`config.mk`:
```
export PLATFORM = sky130hd
export DESIGN_NAME = writeback_stage
export DESIGN_NICKNAME = d
export VERILOG_FILES = /design/src/rtl/lemonpc_pkg.sv /design/src/rtl/load_align.sv /design/src/rtl/writeback_stage.sv
export SDC_FILE = /design/constraint.sdc
export NUM_CORES = 1
export LEC_CHECK = 0
export CORE_MARGIN = 1
export CORE_UTILIZATION = 39
export DETAILED_ROUTE_END_ITERATION = 8
export PLACE_DENSITY = 0.81
export SLEW_MARGIN = 20
export SYNTH_ARGS = -nofsm -noshare
export SYNTH_HDL_FRONTEND = slang
export SYNTH_SLANG_ARGS = --single-unit
```
`constraint.sdc`:
```
create_clock -name clk -period 2.3 [get_ports clk]
set_input_delay 0.575 -clock clk [delete_from_list [all_inputs] [get_ports clk]]
set_output_delay 0.575 -clock clk [all_outputs]
set_load 0.02 [all_outputs]
```
`src/rtl/lemonpc_pkg.sv`:
```
// rtl/lemonpc_pkg.sv - shared widths, load size codes and writeback state type for LemonPC
package lemonpc_pkg;

  localparam int DEFAULT_ADDR_WIDTH = 5;
  localparam int DEFAULT_DATA_WIDTH = 32;

  localparam logic [1:0] LD_B = 2'd0;
  localparam logic [1:0] LD_H = 2'd1;
  localparam logic [1:0] LD_W = 2'd2;

  typedef enum logic [1:0] {
    IDLE,
    WB,
    WAIT_LD
  } wb_state_t;

endpackage

```
`src/rtl/load_align.sv`:
```
// rtl/load_align.sv - selects the addressed byte/half of a raw load word and extends it
module load_align
  import lemonpc_pkg::*;
(
  input  logic [31:0] word,
  input  logic [1:0]  size,
  input  logic        is_unsigned,
  input  logic [1:0]  addr_lo,
  output logic [31:0] result
);

  logic [7:0]  byte_v;
  logic [15:0] half_v;

  always_comb begin
    byte_v = word[8*addr_lo +: 8];
    // addr_lo[0] is ignored for halves: misaligned halves trap before reaching here
    half_v = addr_lo[1] ? word[31:16] : word[15:0];
    case (size)
      LD_B:    result = {{24{~is_unsigned & byte_v[7]}}, byte_v};
      LD_H:    result = {{16{~is_unsigned & half_v[15]}}, half_v};
      default: result = word;
    endcase
  end

endmodule

```
`src/rtl/writeback_stage.sv`:
```
// rtl/writeback_stage.sv - LemonPC writeback: register-file write port, bypass and load-use hazards
module writeback_stage
  import lemonpc_pkg::*;
#(
  parameter int ADDR_WIDTH = DEFAULT_ADDR_WIDTH,
  parameter int DATA_WIDTH = DEFAULT_DATA_WIDTH
) (
  input  logic                  clk,
  input  logic                  rst,
  input  logic                  in_valid,
  output logic                  in_ready,
  input  logic [ADDR_WIDTH-1:0] in_rd,
  input  logic                  in_wen,
  input  logic [DATA_WIDTH-1:0] in_data,
  input  logic                  in_is_load,
  input  logic [1:0]            in_ld_size,
  input  logic                  in_ld_unsigned,
  input  logic [1:0]            in_addr_lo,
  input  logic                  ld_valid,
  input  logic [DATA_WIDTH-1:0] ld_data,
  output logic                  rf_wen,
  output logic [ADDR_WIDTH-1:0] rf_rd,
  output logic [DATA_WIDTH-1:0] rf_dataD,
  output logic                  fwd_valid,
  output logic [ADDR_WIDTH-1:0] fwd_rd,
  output logic [DATA_WIDTH-1:0] fwd_data,
  input  logic [ADDR_WIDTH-1:0] q_rs1,
  input  logic [ADDR_WIDTH-1:0] q_rs2,
  output logic                  haz_rs1,
  output logic                  haz_rs2
);

  wb_state_t             state;
  logic [ADDR_WIDTH-1:0] rd_q;
  logic                  wen_q;
  logic [DATA_WIDTH-1:0] data_q;
  logic [1:0]            size_q;
  logic                  uns_q;
  logic [1:0]            alo_q;
  logic                  wr_q;
  logic [DATA_WIDTH-1:0] aligned;
  logic                  accept;
  logic                  pend_live;

  load_align u_load_align (
    .word        (ld_data),
    .size        (size_q),
    .is_unsigned (uns_q),
    .addr_lo     (alo_q),
    .result      (aligned)
  );

  assign in_ready = (state != WAIT_LD);
  assign accept   = in_valid && in_ready;

  always_ff @(posedge clk) begin
    if (rst) begin
      state  <= IDLE;
      rd_q   <= '0;
      wen_q  <= 1'b0;
      data_q <= '0;
      size_q <= LD_B;
      uns_q  <= 1'b0;
      alo_q  <= 2'd0;
      wr_q   <= 1'b0;
    end else begin
      wr_q <= 1'b0;
      case (state)
        IDLE, WB: begin
          if (accept) begin
            rd_q  <= in_rd;
            wen_q <= in_wen;
            if (in_is_load) begin
              size_q <= in_ld_size;
              uns_q  <= in_ld_unsigned;
              alo_q  <= in_addr_lo;
              state  <= WAIT_LD;
            end else begin
              data_q <= in_data;
              wr_q   <= in_wen && (in_rd != '0);
              state  <= WB;
            end
          end else begin
            state <= IDLE;
          end
        end
        WAIT_LD: begin
          // a load to x0 still consumes its response, it just never writes
          if (ld_valid) begin
            data_q <= aligned;
            wr_q   <= wen_q && (rd_q != '0);
            state  <= WB;
          end
        end
        default: state <= IDLE;
      endcase
    end
  end

  assign rf_wen   = wr_q;
  assign rf_rd    = rd_q;
  assign rf_dataD = data_q;

  assign fwd_valid = wr_q;
  assign fwd_rd    = rd_q;
  assign fwd_data  = data_q;

  assign pend_live = (state == WAIT_LD) && wen_q && (rd_q != '0);
  assign haz_rs1   = pend_live && (q_rs1 == rd_q);
  assign haz_rs2   = pend_live && (q_rs2 == rd_q);

endmodule

```
==> impl_metrics.ini <==
[cts]
clockBufferDepth = 2
ctsHoldBuffers = 0
numCtsBuffers = 5
htreeDepth = 2
insertion_delay_ns = 0.30
clk_pin_slew_ns = 0.09
numClockSinks = 46
cts-root-buf = clkbuf_8
cts_tree = yes
cts_setup_buffers = 0

[synthesis]
ys_seq_area_share_pct = 30.18
netlist_instances = 375
synth_edf_count = 0
synth_nets = 465
ys_ff_latch = 46
synth_area_per_cell_um2 = 8.138
yosysWarnings = 0
ys_types = 56
synth_area_leaders = dfxtp_1, buf_4, nand2_1
synth-async-reset-ratio_pct = 0
synth_top_area_share_pct = 30.18
synthFlopType = dfxtp_1
netlist_area_um2 = 3052
synth_top_area_cell = dfxtp_1

[floorplanning]
rows = 31
dieArea_um2 = 8182
core_area_um2 = 7408
ioPinCount = 169
die-width_um = 90.46
start_util_pct = 41.19
die_h_um = 90.46

[finish]
final_design_area_no_fill_um2 = 4761
nNetsFinal = 606
diodes = 0
final_common_cell = clkdlybuf4s50_1
fill_cells = 617
drive_gt1_share_pct = 11.63
area_delta_synth_final_pct = 56.01
layout_common_cells = clkdlybuf4s50_1, nand2_1, dfxtp_1

[pwr]
power_switching_uw = 717.7
leakage_uw = 0.001765
seqPwrFrac_pct = 41.0
ir_worst_vdd_mv = 0.2406
swShare_pct = 32.63
internal_power_uw = 1482
combPwrFrac_pct = 37.0
pwr_density_cell_nw_per_um2 = 462.0
p_clk_share_pct = 22.1

[sta]
period_needed_ns = 2.304
slew_violations = 0
setup_viol = 1
fin_ws_ns = -0.003789
fin_skew_ns = 0.007461
fmax_mhz = 434.1
worst_slew_margin_rel_pct = 53.53
worst_slew_pin_slew_ns = 0.6948
final-hold-violation-count = 0
rsz0062_at_grt = yes
post-route-period-util_pct = 100.2
fin_tns_setup_ns = -0.003789

[critical_path]
arrival_ns = 1.73
cp.required_ns = 1.73
cp-end-kind = output pin
critPathKind = flop to output pin
start_kind = flop
critPathMaxFanout = 3

[placement]
place_hpwl_um = 8394
portBuffers = 168
place_area_um2 = 4671
gp_congestion = 0.9219

[detailed_routing]
routed_wl_um = 10840
drt-initial-drc-count = 288
drc = 0
ant_nets = 0
vias_per_cell = 5.665
vias = 3484
wl_per_cell_um = 17.63
dr.pass1.iters = 5

[global_routing]
grt_pass1_vias = 3387
grt_pass1_wl_um = 17270
grt_usage_pct = 26.43
grt_overflow = 0
grt_max_degree = 23
antenna_found_initial = 0

[run]
max_cap_viol_count = 0

[outcome]
outcome = finished with violations
violations = setup timing

[worst_hold_path]
hold_class = flop to flop
==> path summary, 6_finish.rpt <==
path / start / cells after the start / slack, ns / end
max: fwd_rd[4]$_SDFFE_PP0P_ / 4 / -0.004 / haz_rs2
min: wen_q$_SDFFE_PP0P_ / 2 / 0.49 / wen_q$_SDFFE_PP0P_
max reg2reg: alo_q[1]$_SDFFE_PP0N_ / 5 / 0.32 / fwd_data[4]$_SDFFE_PP0P_
min reg2reg: wen_q$_SDFFE_PP0P_ / 2 / 0.49 / wen_q$_SDFFE_PP0P_
==> layout make-up <==
cell class	count	area, µm²	area share, %
multi-input cells	261	1689	35.48
repair buffers	198	1931	40.55
clock inverters	2	10.01	0.2102
flip-flops and latches	46	923.4	19.40
well taps	99	123.9	2.602
clock buffers	5	68.82	1.445
inverters	4	15.01	0.3154
==> cell usage after synthesis, types with 2 or more instances <==
library cell	count
o221a_2	6
clkbuf_1	9
dfxtp_1	46
nor3_4	2
o221ai_1	7
o311a_1	6
o211ai_1	3
or4bb_1	3
o22ai_1	2
inv_1	4
buf_4	41
nand2b_1	4
o21a_1	3
nand2_1	46
o21ai_0	4
nor4_1	8
xnor2_1	6
a22oi_1	15
xor2_1	4
nand3_1	34
nand4bb_1	4
a21oi_1	33
buf_6	4
a211oi_1	3
nor3_1	9
mux2i_1	8
nor2_1	13
or3b_1	2
buf_2	9
nor2b_1	9
or4_1	2
nor3b_1	2
==> registers in the layout (all words and copies together), names as in the netlist <==
| register | flops |
|---|---|
| fwd_data | 32 |
| uns_q | 1 |
| alo_q | 2 |
| wen_q | 1 |
| state | 2 |
| fwd_valid | 1 |
| size_q | 2 |
| fwd_rd | 5 |
==> power by group through the flow <==
stage | sequential [µW] | combinational (µW) | clock, µW
finish | 901 | 814 | 485
detailed placement | 919 | 801 | 0
CTS | 900 | 806 | 487
floorplan | 965 | 362 | 0
global route | 910 | 862 | 523
global placement | 914 | 786 | 0
==> metal layers <==
layer	global-route usage (%)	wire (µm)	vias up
li1	-	-	1617
met1	32.87	4285	1630
met2	44.66	5227	208
met3	5.471	1009	29
met4	10.08	321	0
met5	0	0	-
==> kinds of logic after synthesis <==
| kind of cell | after synthesis | synth area share (%) |
|---|---|---|
| xor gates and xnor gates | 10 | 2.870 |
| and+or+nand+nor | 150 | 27.35 |
| DFF | 46 | 30.18 |
| AOI/OAI and AO/OA | 91 | 21.36 |
| buffers and inverters | 68 | 14.80 |
| muxes | 10 | 3.444 |
==> worst max-delay path: stages (launching register included) <==
cell and delay, ns:
dfxtp_2 0.33, or4_4 0.53, o211ai_1 0.29, nor4_1 0.10, buf_2 0.17
==> repair_timing <==
item / CTS / global route
endpoints found under the setup margin: 3 / 3
pin swaps: 1 / 3
gates resized for setup: 11 / 6
==> per-stage QoR <==
| step | utilization (%) | power (µW) | setup WS, ns | instances | hold WS (ns) |
|---|---|---|---|---|---|
| global placement | 63.05 | 1701 | -0.4264 | 608 | 0.4595 |
| floorplan | - | 1327 | -0.06965 | 375 | 0.4501 |
| CTS | 64.03 | 2193 | 0.0007709 | 615 | 0.4886 |
| finish | 64.26 | 2200 | -0.003789 | 615 | 0.4944 |
| detailed placement | 63.05 | 1720 | -0.4666 | 608 | 0.4801 |
| global route | 64.26 | 2295 | -0.04834 | 615 | 0.5210 |
(Power assumes the default switching activity.)
